<file path="src/rtl/stat_display_ctrl.sv">
// stat_display_ctrl: 8-digit hex display of one of five 32-bit statistics, chosen with a debounced button
// Ports:
//   clk, rst                      clock, synchronous active-high reset
//   total_cycles .. SyscallOut    statistics sources 0..4
//   btn_next                      raw bouncing button, advances the selected source
//   hold                          freezes the displayed value at frame boundaries
//   an, seg                       active-low digit enables and {g,f,e,d,c,b,a} segments
//   src_sel                       currently selected source, 0..4
//   frame_tick                    one-cycle pulse on the last cycle of each 8-digit frame
module stat_display_ctrl #(
    parameter int SCAN_DIV   = 100000,
    parameter int DEB_CYCLES = 1000000
) (
    input  logic        clk,
    input  logic        rst,
    input  logic [31:0] total_cycles,
    input  logic [31:0] uncondi_num,
    input  logic [31:0] condi_num,
    input  logic [31:0] condi_suc_num,
    input  logic [31:0] SyscallOut,
    input  logic        btn_next,
    input  logic        hold,
    output logic [7:0]  an,
    output logic [6:0]  seg,
    output logic [2:0]  src_sel,
    output logic        frame_tick
);
    localparam int SW = $clog2(SCAN_DIV);
    localparam int DW = $clog2(DEB_CYCLES);
    localparam logic [SW-1:0] SCAN_TC  = SW'(SCAN_DIV - 1);
    localparam logic [SW-1:0] SCAN_PRE = SW'(SCAN_DIV - 2);
    localparam logic [DW-1:0] DEB_TC   = DW'(DEB_CYCLES - 1);

    logic          sync0, sync1, stable, load_pending, next_pulse, scan_tc;
    logic [DW-1:0] deb_cnt;
    logic [SW-1:0] div_cnt;
    logic [2:0]    digit_idx;
    logic [31:0]   snapshot, src_val;
    logic [3:0]    nibble;
    logic [6:0]    seg_d;

    // Rising acceptance of the debounced level, asserted in the cycle stable is about to go 0->1.
    assign next_pulse = sync1 & ~stable & (deb_cnt == DEB_TC);
    assign scan_tc    = div_cnt == SCAN_TC;

    always_comb begin
        src_val = src_sel == 3'd0 ? total_cycles :
                  src_sel == 3'd1 ? uncondi_num  :
                  src_sel == 3'd2 ? condi_num    :
                  src_sel == 3'd3 ? condi_suc_num : SyscallOut;
        nibble  = snapshot[{digit_idx, 2'b00} +: 4];
    end

    always_comb begin
        case (nibble)
            4'h0:    seg_d = 7'b1000000;
            4'h1:    seg_d = 7'b1111001;
            4'h2:    seg_d = 7'b0100100;
            4'h3:    seg_d = 7'b0110000;
            4'h4:    seg_d = 7'b0011001;
            4'h5:    seg_d = 7'b0010010;
            4'h6:    seg_d = 7'b0000010;
            4'h7:    seg_d = 7'b1111000;
            4'h8:    seg_d = 7'b0000000;
            4'h9:    seg_d = 7'b0010000;
            4'hA:    seg_d = 7'b0001000;
            4'hB:    seg_d = 7'b0000011;
            4'hC:    seg_d = 7'b1000110;
            4'hD:    seg_d = 7'b0100001;
            4'hE:    seg_d = 7'b0000110;
            default: seg_d = 7'b0001110;
        endcase
    end

    always_ff @(posedge clk) begin
        if (rst) begin
            sync0        <= 1'b0;
            sync1        <= 1'b0;
            stable       <= 1'b0;
            deb_cnt      <= '0;
            src_sel      <= 3'd0;
            load_pending <= 1'b0;
            snapshot     <= 32'd0;
            div_cnt      <= '0;
            digit_idx    <= 3'd0;
            frame_tick   <= 1'b0;
            an           <= 8'hFE;
            seg          <= 7'b1000000;
        end else begin
            sync0        <= btn_next;
            sync1        <= sync0;
            deb_cnt      <= (sync1 == stable || deb_cnt == DEB_TC) ? '0 : deb_cnt + 1'b1;
            if (sync1 != stable && deb_cnt == DEB_TC)
                stable <= sync1;
            if (next_pulse)
                src_sel <= src_sel == 3'd4 ? 3'd0 : src_sel + 3'd1;
            // A pending load always follows the pulse by one edge, so a coincident
            // frame load takes the old source and the pending load the new one.
            load_pending <= next_pulse;
            if (load_pending || (frame_tick && !hold))
                snapshot <= src_val;
            div_cnt      <= scan_tc ? '0 : div_cnt + 1'b1;
            if (scan_tc)
                digit_idx <= digit_idx + 3'd1;
            // Registered one cycle early so it is high exactly at terminal count of digit 7.
            frame_tick   <= div_cnt == SCAN_PRE && digit_idx == 3'd7;
            an           <= ~(8'b1 << digit_idx);
            seg          <= seg_d;
        end
    end
endmodule

</file>
<file path="config.mk">
export PLATFORM = sky130hd
export DESIGN_NAME = stat_display_ctrl
export DESIGN_NICKNAME = d
export VERILOG_FILES = /design/src/rtl/stat_display_ctrl.sv
export SDC_FILE = /design/constraint.sdc
export NUM_CORES = 1
export LEC_CHECK = 0
export CAP_MARGIN = 15
export CORE_MARGIN = 1.5
export CORE_UTILIZATION = 46
export CTS_CLUSTER_DIAMETER = 100
export CTS_CLUSTER_SIZE = 20
export DETAILED_ROUTE_END_ITERATION = 7
export GPL_TIMING_DRIVEN = 0
export PLACE_DENSITY_LB_ADDON = 0.3
export SLEW_MARGIN = 20
export SYNTH_ARGS = -nofsm -noshare
export SYNTH_HDL_FRONTEND = slang
export SYNTH_SLANG_ARGS = --single-unit
</file>
<file path="constraint.sdc">
create_clock -name clk -period 2.99 [get_ports clk]
set_input_delay 0.598 -clock clk [delete_from_list [all_inputs] [get_ports clk]]
set_output_delay 0.598 -clock clk [all_outputs]
set_load 0.05 [all_outputs]
</file>
# ---- Yosys cells after proc, flatten, opt, wreduce, memory -nomap -nowiden
# Memory sizes are Yosys's and may differ from the RTL's. A register that Yosys moved wholly into a read port is not among the register bits.
# Cells that the tools add are included.
dict set report word_totals {
  latchBits 0
  ramBits 0
  n_memories 1
  regBits 88
  romBits 112
}
dict set report op_classes {
  n_shift 2
  n_lt_le_gt_ge 0
  mux 5
  eq_ne 10
  div_mod_pow 0
  n_mul 0
  reduce_logical 9
  n_addsub 4
  bitwise_logic 4
}
# name depth word_bits rd rd_clocked_by_memory_dff write_ports line
set mem_list {}
lappend mem_list {{(no name shown)} 16 7 1 1 0 55} ;# case (nibble)
# op n
set ops {}
lappend ops {{2-to-1 mux 32 bit} 4}
lappend ops {{== test 17 bit, second input constant} 2}
lappend ops {{indexed part select 32 x 6 -> 4 bit} 1}
lappend ops {{adder 20 x 1 -> 20 bit, second input constant} 1}
lappend ops {{== test 20 bit, second input constant} 1}
lappend ops {{adder 17 x 1 -> 17 bit, second input constant} 1}
lappend ops {{NOT 8 bit} 1}
lappend ops {{<< shifter 1 x 3 -> 8 bit, first input constant} 1}
lappend ops {{adder 3 x 1 -> 3 bit, second input constant} 2}
lappend ops {{== test 3 x 2 -> 1 bit, second input constant} 2}
lappend ops {{== test 3 bit, second input constant} 2}
lappend ops {{OR reduction 2 bit} 2}
lappend ops {{== test 3 x 1 -> 1 bit, second input constant} 1}
lappend ops {{logical AND 1 bit} 3}
lappend ops {{zero test 3 bit} 1}
lappend ops {{2-to-1 mux 3 bit} 1}
lappend ops {{bitwise AND 1 bit} 2}
lappend ops {{logical OR 1 bit} 2}
lappend ops {{== test 1 bit} 1}
lappend ops {{zero test 1 bit} 1}
lappend ops {{inequality test 1 bit} 1}
lappend ops {{NOT 1 bit} 1}

# ---- Depth between registers and ports, before layout
dict set report depth {
  depth_word 5
  depth_mapped 9
  ltp_nobuf 8
}

# ---- Worst setup path after synthesis
# OpenSTA, ideal clock, no wires.
dict set report synth_path {
  path_type {reg2reg}
  startpoint {register digit_idx[0]}
  endpoint {register seg[6]}
  path_slack_ns 0.603
  path_stages_with_launch 9
  required_ns 2.868
  setup_time_ns 0.122
  arrival_time_ns 2.265
  n_path_buf 1
  period_less_slack_ns 2.387
  cell_sequence {dfxtp_1 buf_4 mux4_2 mux2i_1 inv_1 ha_1 mux2i_1 nor2_1 a311o_1}
}
dict set report synth_between {
  elab_chain_cells 1
}
# element line
set synth_rtl {}
lappend synth_rtl {{start: declaration} 37} ;# logic [2:0] digit_idx;
lappend synth_rtl {{start signal: assignment} 104} ;# digit_idx <= digit_idx + 3'd1;
lappend synth_rtl {{indexed part select 32 x 6 -> 4 bit} 51} ;# nibble = snapshot[{digit_idx, 2'b00} +: 4];
lappend synth_rtl {{end: declaration} 24} ;# output logic [6:0] seg,
# Every way passes these cells.
# A chain may end at the register's enable or synchronous reset.

# ---- Worst setup path in the final report
# Ends and elaborated chain as after synthesis.

==> insert_results.sql <==
INSERT INTO impl_metrics (metric_group, metric, value, unit) VALUES
('placement', 'globalplace.congestion', '0.8875', ''),
('finish', 'layout-drive-gt1-share', '4.914', '%'),
('synthesis', 'ys.flop_type', 'dfxtp_1', ''),
('clocking', 'worstSkewPairLatency', '0.35', 'ns'),
('sta', 'maxClockFrequency', '361.1', 'MHz'),
('worst_setup_path', 'worst-endpoint-required', '3.22', 'ns'),
('detailed_routing', 'wire_length_per_cell_after_detailed_routing', '18.09', 'um'),
('clocking', 'cts_tree', 'built', ''),
('synthesis', 'synth_area', '5253', 'um^2'),
('worst_setup_path', 'regToRegStartpoint', 'digit_idx[0]$_SDFFE_PP0N_', ''),
('detailed_routing', 'drt-pass1-iter-count', '5', ''),
('worst_setup_path', 'crit-reg2reg-capture', 'seg[6]$_SDFF_PP1_', ''),
('finish', 'area_growth_syn_to_layout', '43.45', '%'),
('sta', 'finalClockSkew', '0.01406', 'ns'),
('worst_setup_path', 'critical_path.max_stage_delay', '0.57', 'ns'),
('job', 'max_cap_violations', '0', ''),
('clocking', 'clk_pin_slew_worst_paths', '0.07', 'ns'),
('synthesis', 'synth_warnings', '0', ''),
('global_route', 'groute.usage.overall', '28.00', '%'),
('clocking', 'clk_path_buf_depth', '2', ''),
('finish', 'final-instance-count-excl-fill', '954', ''),
('synthesis', 'postSynthAreaPerCell', '8.513', 'um^2'),
('die', 'fp.dieArea', '12070', 'um^2'),
('sta', 'setup_viol', '0', ''),
('detailed_routing', 'drt_first_iter_violations', '345', ''),
('sta', 'maxSlewViolCount', '0', ''),
('synthesis', 'synth-async-reset-ratio', '0', '%'),
('worst_setup_path', 'timing.critical_path.cells', 'buf_4, mux4_2, mux2i_2, inv_1, ha_1, mux2i_1, nor2_1, a311o_1', ''),
('sta', 'period_minus_slack', '2.769', 'ns'),
('worst_setup_path', 'worstSetupStartpointType', 'register', ''),
('detailed_routing', 'detailroute.via_count', '5409', ''),
('sta', 'timing.hold.ws', '0.4378', 'ns'),
('worst_setup_path', 'timing.critical_path.arrival', '3.00', 'ns'),
('die', 'die_x', '109.9', 'um'),
('placement', 'post-place-cells', '938', ''),
('hold_path', 'min_from', 'sync0$_SDFF_PP0_', ''),
('die', 'core_region_area', '10980', 'um^2'),
('global_route', 'grt_pass1_vias', '5365', ''),
('worst_setup_path', 'setup.reg_to_reg.worst_slack', '0.22', 'ns'),
('global_route', 'grt_first_pass_wirelength', '26190', 'um'),
('worst_setup_path', 'rr_worst_depth', '8', ''),
('sta', 'final.period_utilization', '92.62', '%'),
('die', 'die_height', '109.9', 'um'),
('global_route', 'grt_overflow', '0', ''),
('finish', 'multi_input_area', '3105', 'um^2'),
('clocking', 'clock_tree_root', 'clkbuf_16', ''),
('power', 'powerDensity', '356.7', 'nW/um^2'),
('placement', 'dp_hpwl', '13430', 'um'),
('worst_setup_path', 'timing.critical_path.buf_inv', '2', ''),
('synthesis', 'synth_edf_count', '0', ''),
('die', 'core.rowCount', '38', ''),
('finish', 'fillerInstances', '862', ''),
('finish', 'antenna_cells_inserted', '0', ''),
('synthesis', 'netlist-cell-type-count', '44', ''),
('detailed_routing', 'route.detailed.vias_per_inst', '5.670', ''),
('detailed_routing', 'routed_wl', '17250', 'um'),
('worst_setup_path', 'critical_path_peak_fanout', '10', ''),
('finish', 'number_of_nets_in_the_layout', '993', ''),
('run_status', 'result_of_the_run', 'completed', ''),
('die', 'ioPinCount', '183', ''),
('hold_path', 'worst_hold_path.num_cells', '1', ''),
('sta', 'slew-limit-headroom', '51.61', '%'),
('placement', 'port-buffer-count', '181', ''),
('synthesis', 'synth_cells', '617', ''),
('sta', 'max_slew.worst_pin.slew', '0.7202', 'ns'),
('worst_setup_path', 'end_kind', 'register', ''),
('synthesis', 'flip_flop_and_latch_count_after_synthesis', '95', ''),
('worst_setup_path', 'startpoint', 'digit_idx[0]$_SDFFE_PP0N_', ''),
('worst_setup_path', 'critPathKind', 'register to register', ''),
('synthesis', 'net_count_after_synthesis', '801', ''),
('global_route', 'antenna_found_initial', '0', '');
-- worst max path at each step --
stage / endpoint / slack, ns / depth (start not counted)
3_3_place_gp: seg[6]$_SDFF_PP1_ / 0.21 / 8
3_5_place_dp: seg[6]$_SDFF_PP1_ / 0.11 / 8
5_1_grt: seg[6]$_SDFF_PP1_ / 0.12 / 8
6_report: seg[6]$_SDFF_PP1_ / 0.22 / 8
4_1_cts: seg[6]$_SDFF_PP1_ / 0.09 / 8
2_1_floorplan: seg[6]$_SDFF_PP1_ / 0.60 / 8
-- placed cells by master, fill, tap and decap left out, types with 18 or more instances in the layout --
cell type	n
clkdlybuf4s50_1	181
dfxtp_1	95
nor2_1	87
nand2_1	55
mux2i_1	45
nor3_1	42
o21ai_0	35
o211ai_1	32
a2111oi_0	32
clkbuf_1	29
ha_1	20
xor2_1	18
-- sequential cells by signal, indices dropped and copies added (netlist names) --
register and cells:
seg 7, frame_tick 1, digit_idx 3, an 8, div_cnt 17, sync1 1
stable 1, load_pending 1, snapshot 32, src_sel 3, deb_cnt 20, sync0 1
-- where the power goes --
group          internal [W]  switching (W)
sequential          0.00127     0.00000479
clock              0.000615       0.000501
combinational      0.000214      0.0000833
total               0.00210       0.000589
-- metal layers --
layer	share of wire, %	track usage [%]	vias up
met4	1.9	8.349	0
met2	51	49.25	199
li1	-	-	2608
met3	7.2	6.461	31
met5	0	0	-
met1	40	33.85	2571
-- area by class of cell --
| class | count | area share (%) |
|---|---|---|
| multi-input cells | 462 | 41.22 |
| repair buffers | 181 | 24.05 |
| clock buffers | 11 | 3.354 |
| flip-flops and latches | 95 | 25.24 |
| well taps | 140 | 2.325 |
| plain buffers | 43 | 2.458 |
| clock inverters | 5 | 0.5148 |
| inverters | 17 | 0.8469 |
-- cells by family after synthesis --
| family | after synthesis | synth area share [%] |
|---|---|---|
| buf+inv | 60 | 4.740 |
| fa+ha+maj | 20 | 4.764 |
| simple gates | 237 | 20.70 |
| xor+xnor | 34 | 5.669 |
| mux | 55 | 12.48 |
| compound gates | 116 | 15.44 |
| flops | 95 | 36.21 |
-- metrics by stage --
stage | worst slack [ns] | cell area, um^2 | total power (W) | util [%]
3_3_place_gp | 0.2106 | 7239 | 0.001594 | 65.91
4_1_cts | 0.09455 | 7531 | 0.002686 | 68.57
2_1_floorplan | 0.6027 | 5253 | 0.001360 | -
3_5_place_dp | 0.1119 | 7239 | 0.001596 | 65.91
5_1_grt | 0.1209 | 7535 | 0.002770 | 68.60
6_report | 0.2207 | 7535 | 0.002687 | 68.60
-- cell usage after synthesis, types with 2 or more instances --
cell	instances	area, um^2
mux4_2	5	112.6
nand3_1	17	85.08
o21ai_0	35	175.2
mux2i_4	2	45.04
dfxtp_1	95	1902
a22o_1	2	17.52
clkbuf_1	29	108.9
xnor2_1	16	140.1
nand2_1	55	206.5
ha_1	20	250.2
inv_1	15	56.30
buf_1	2	7.510
a21oi_1	8	40.04
and3_1	4	25.02
buf_2	10	50.05
nor4b_1	4	35.03
o211ai_1	32	240.2
a2111oi_0	32	280.3
and2_1	2	12.51
or3_1	2	12.51
inv_2	2	7.510
nand4_1	9	56.30
nor2_1	87	326.6
mux2i_1	46	460.4
xor2_1	18	157.7
nor3_1	42	210.2
and4_1	4	35.03
a21o_1	2	15.01
nor2b_1	5	31.28
-- what timing repair did --
item / CTS / global route
gates resized for setup: 0 / 1
setup buffers: 0 / 0
endpoints found under the setup margin: 0 / 1
hold buffers: 0 / 0
hold endpoints to repair: 0 / 0
Power figures use the tool's default switching activity.
==> variant: new RTL, same flow settings <==
Change the parameter `DEB_CYCLES` from 1000000 to 2000000.
--- a/src/rtl/stat_display_ctrl.sv
+++ b/src/rtl/stat_display_ctrl.sv
@@ -10,5 +10,5 @@
 module stat_display_ctrl #(
     parameter int SCAN_DIV   = 100000,
-    parameter int DEB_CYCLES = 1000000
+    parameter int DEB_CYCLES = 2000000
 ) (
     input  logic        clk,
Function: same outputs for any inputs over 10 cycles, from zero or initial values and one cycle with rst high; that may be too few to reach the edited logic, so the function may still have changed.
==> variant against the unedited design <==
- sequential share of layout area decreased by 0.20 points
- wire length decreased by 7.4%
- design area increased by 1.8%
- sequential cell count increased by 1
- synthesized area increased by 2.2%
- total power increased by 3.6%
- die area increased by 2.1%
- synthesized cell count increased by 3.7%
- setup slack improved by 0.13 ns
- worst hold slack improved by 0.0069 ns
- cell count increased by 2.7%
- via count increased by 2.3%
- clock skew decreased by 0.0059 ns
- critical endpoint is now seg[3]$_SDFF_PP0_
- largest cell class unchanged
- highest routed layer unchanged
==> variant: results (changes against the unedited design) <==
| Metric | Value |
|---|---|
| Final hold slack | `0.445 ns (+0.00687 ns)` |
| Finished Layout Cells | `980 (+2.7%)` |
| Inverters | `20 (+3)` |
| Outcome | `finished clean` |
| Inst Count DP | `964 (+2.8%)` |
| Flip-flop and latch area | `0.00192 sq mm (+1.1%)` |
| Worst setup margin | `0.349 ns (+0.128 ns)` |
| Adder and majority cell fraction of the synthesized area | `4.66% (-0.10 points)` |
| Final Cell Area | `0.00767 sq mm (+1.8%)` |
| Arr. time, crit path | `2.90 ns (-0.10 ns)` |
| Detail Placement HPWL | `12,700 microns (-5.4%)` |
| Max stage delay on crit path | `0.61 ns (+0.04 ns)` |
| Worst slew pin tran | `0.631 ns (-0.0894 ns)` |
| Post-synthesis xor/xnor area fraction | `5.71% (+0.043 points)` |
| Drt initial violations | `357 (+3.5%)` |
| Clk. pwr | `1.20 mW (+7%)` |
| GP Congestion | `0.886 (-0.17%)` |
| Placed instance area | `0.00736 sq mm (+1.6%)` |
| Share of layout cells above drive strength 1 | `5.02% (+0.10 points)` |
| Multi-input gate count | `482 (+4.3%)` |
| DR vias | `5,534 (+2.3%)` |
| Die Wd | `111 microns (+1.1%)` |
| Sequential fraction of the synthesis area | `35.8% (-0.40 points)` |
| Nets | `1,016 (+2.3%)` |
| CTS sink count | `96 (+1.1%)` |
| NonClk Buf Share | `26.0% (-0.54 points)` |
| R2R cell count | `7 (-1)` |
| Dpl ws | `0.232 ns (+0.120 ns)` |
| Synth cell count leaders | `96 x dfxtp_1, 90 x nor2_1, 59 x nand2_1` |
| Multi-input combinational area share | `41.6% (+0.35 points)` |
| Final Routed Wirelength | `16,000 microns (-7.4%)` |
| Biggest regs | `snapshot (32), deb_cnt (21), div_cnt (17)` |
| Maximum buffer depth of the clock tree | `2 (unchanged)` |
| Synth Area in Compound Gates | `16.7% (+1.3 points)` |
| Crit path max-delay cell type | `mux4_1` |
| Synth unique cells | `51 (+16%)` |
| Post-synthesis mux area share | `10.9% (-1.6 points)` |
| Syn_nets | `824 (+2.9%)` |
| CP Capture Point | `seg[3]$_SDFF_PP0_` |
| GRT Overall Usage | `25.6% (-2.4 points)` |
| Sw Pwr | `586 uW (-0.38%)` |
| Max VDD drop | `0.284 mV (-12%)` |
## variant: changes by cell type after synthesis, sizes merged, moves of 3 or more
| cell | unedited run | this run |
|---|---|---|
| nand2b | 0 | 5 |
| nor4 | 1 | 11 |
| clkbuf | 29 | 26 |
| nor2 | 87 | 91 |
| xnor2 | 16 | 21 |
| a21oi | 8 | 11 |
| xor2 | 18 | 14 |
| and4 | 4 | 1 |
| mux2i | 48 | 38 |
| nand2 | 55 | 59 |
| a211o | 0 | 3 |
| a31oi | 0 | 3 |
| mux2 | 1 | 4 |
## variant: metal layers
| layer | global-route usage [%] | wire [microns] |
|---|---|---|
| met5 | 0 | 0 |
| met4 | 7.85 | 359 |
| met3 | 4.98 | 1150 |
| met2 | 46.0 | 8000 |
| met1 | 30.8 | 6480 |
## variant: logic make-up after synthesis
logic type	Yosys count
adders and majority gates	20
muxes	48
DFF	96
AOI/OAI and AO/OA	126
and+or+nand+nor	253
xor gates and xnor gates	35
buffers and inverters	62
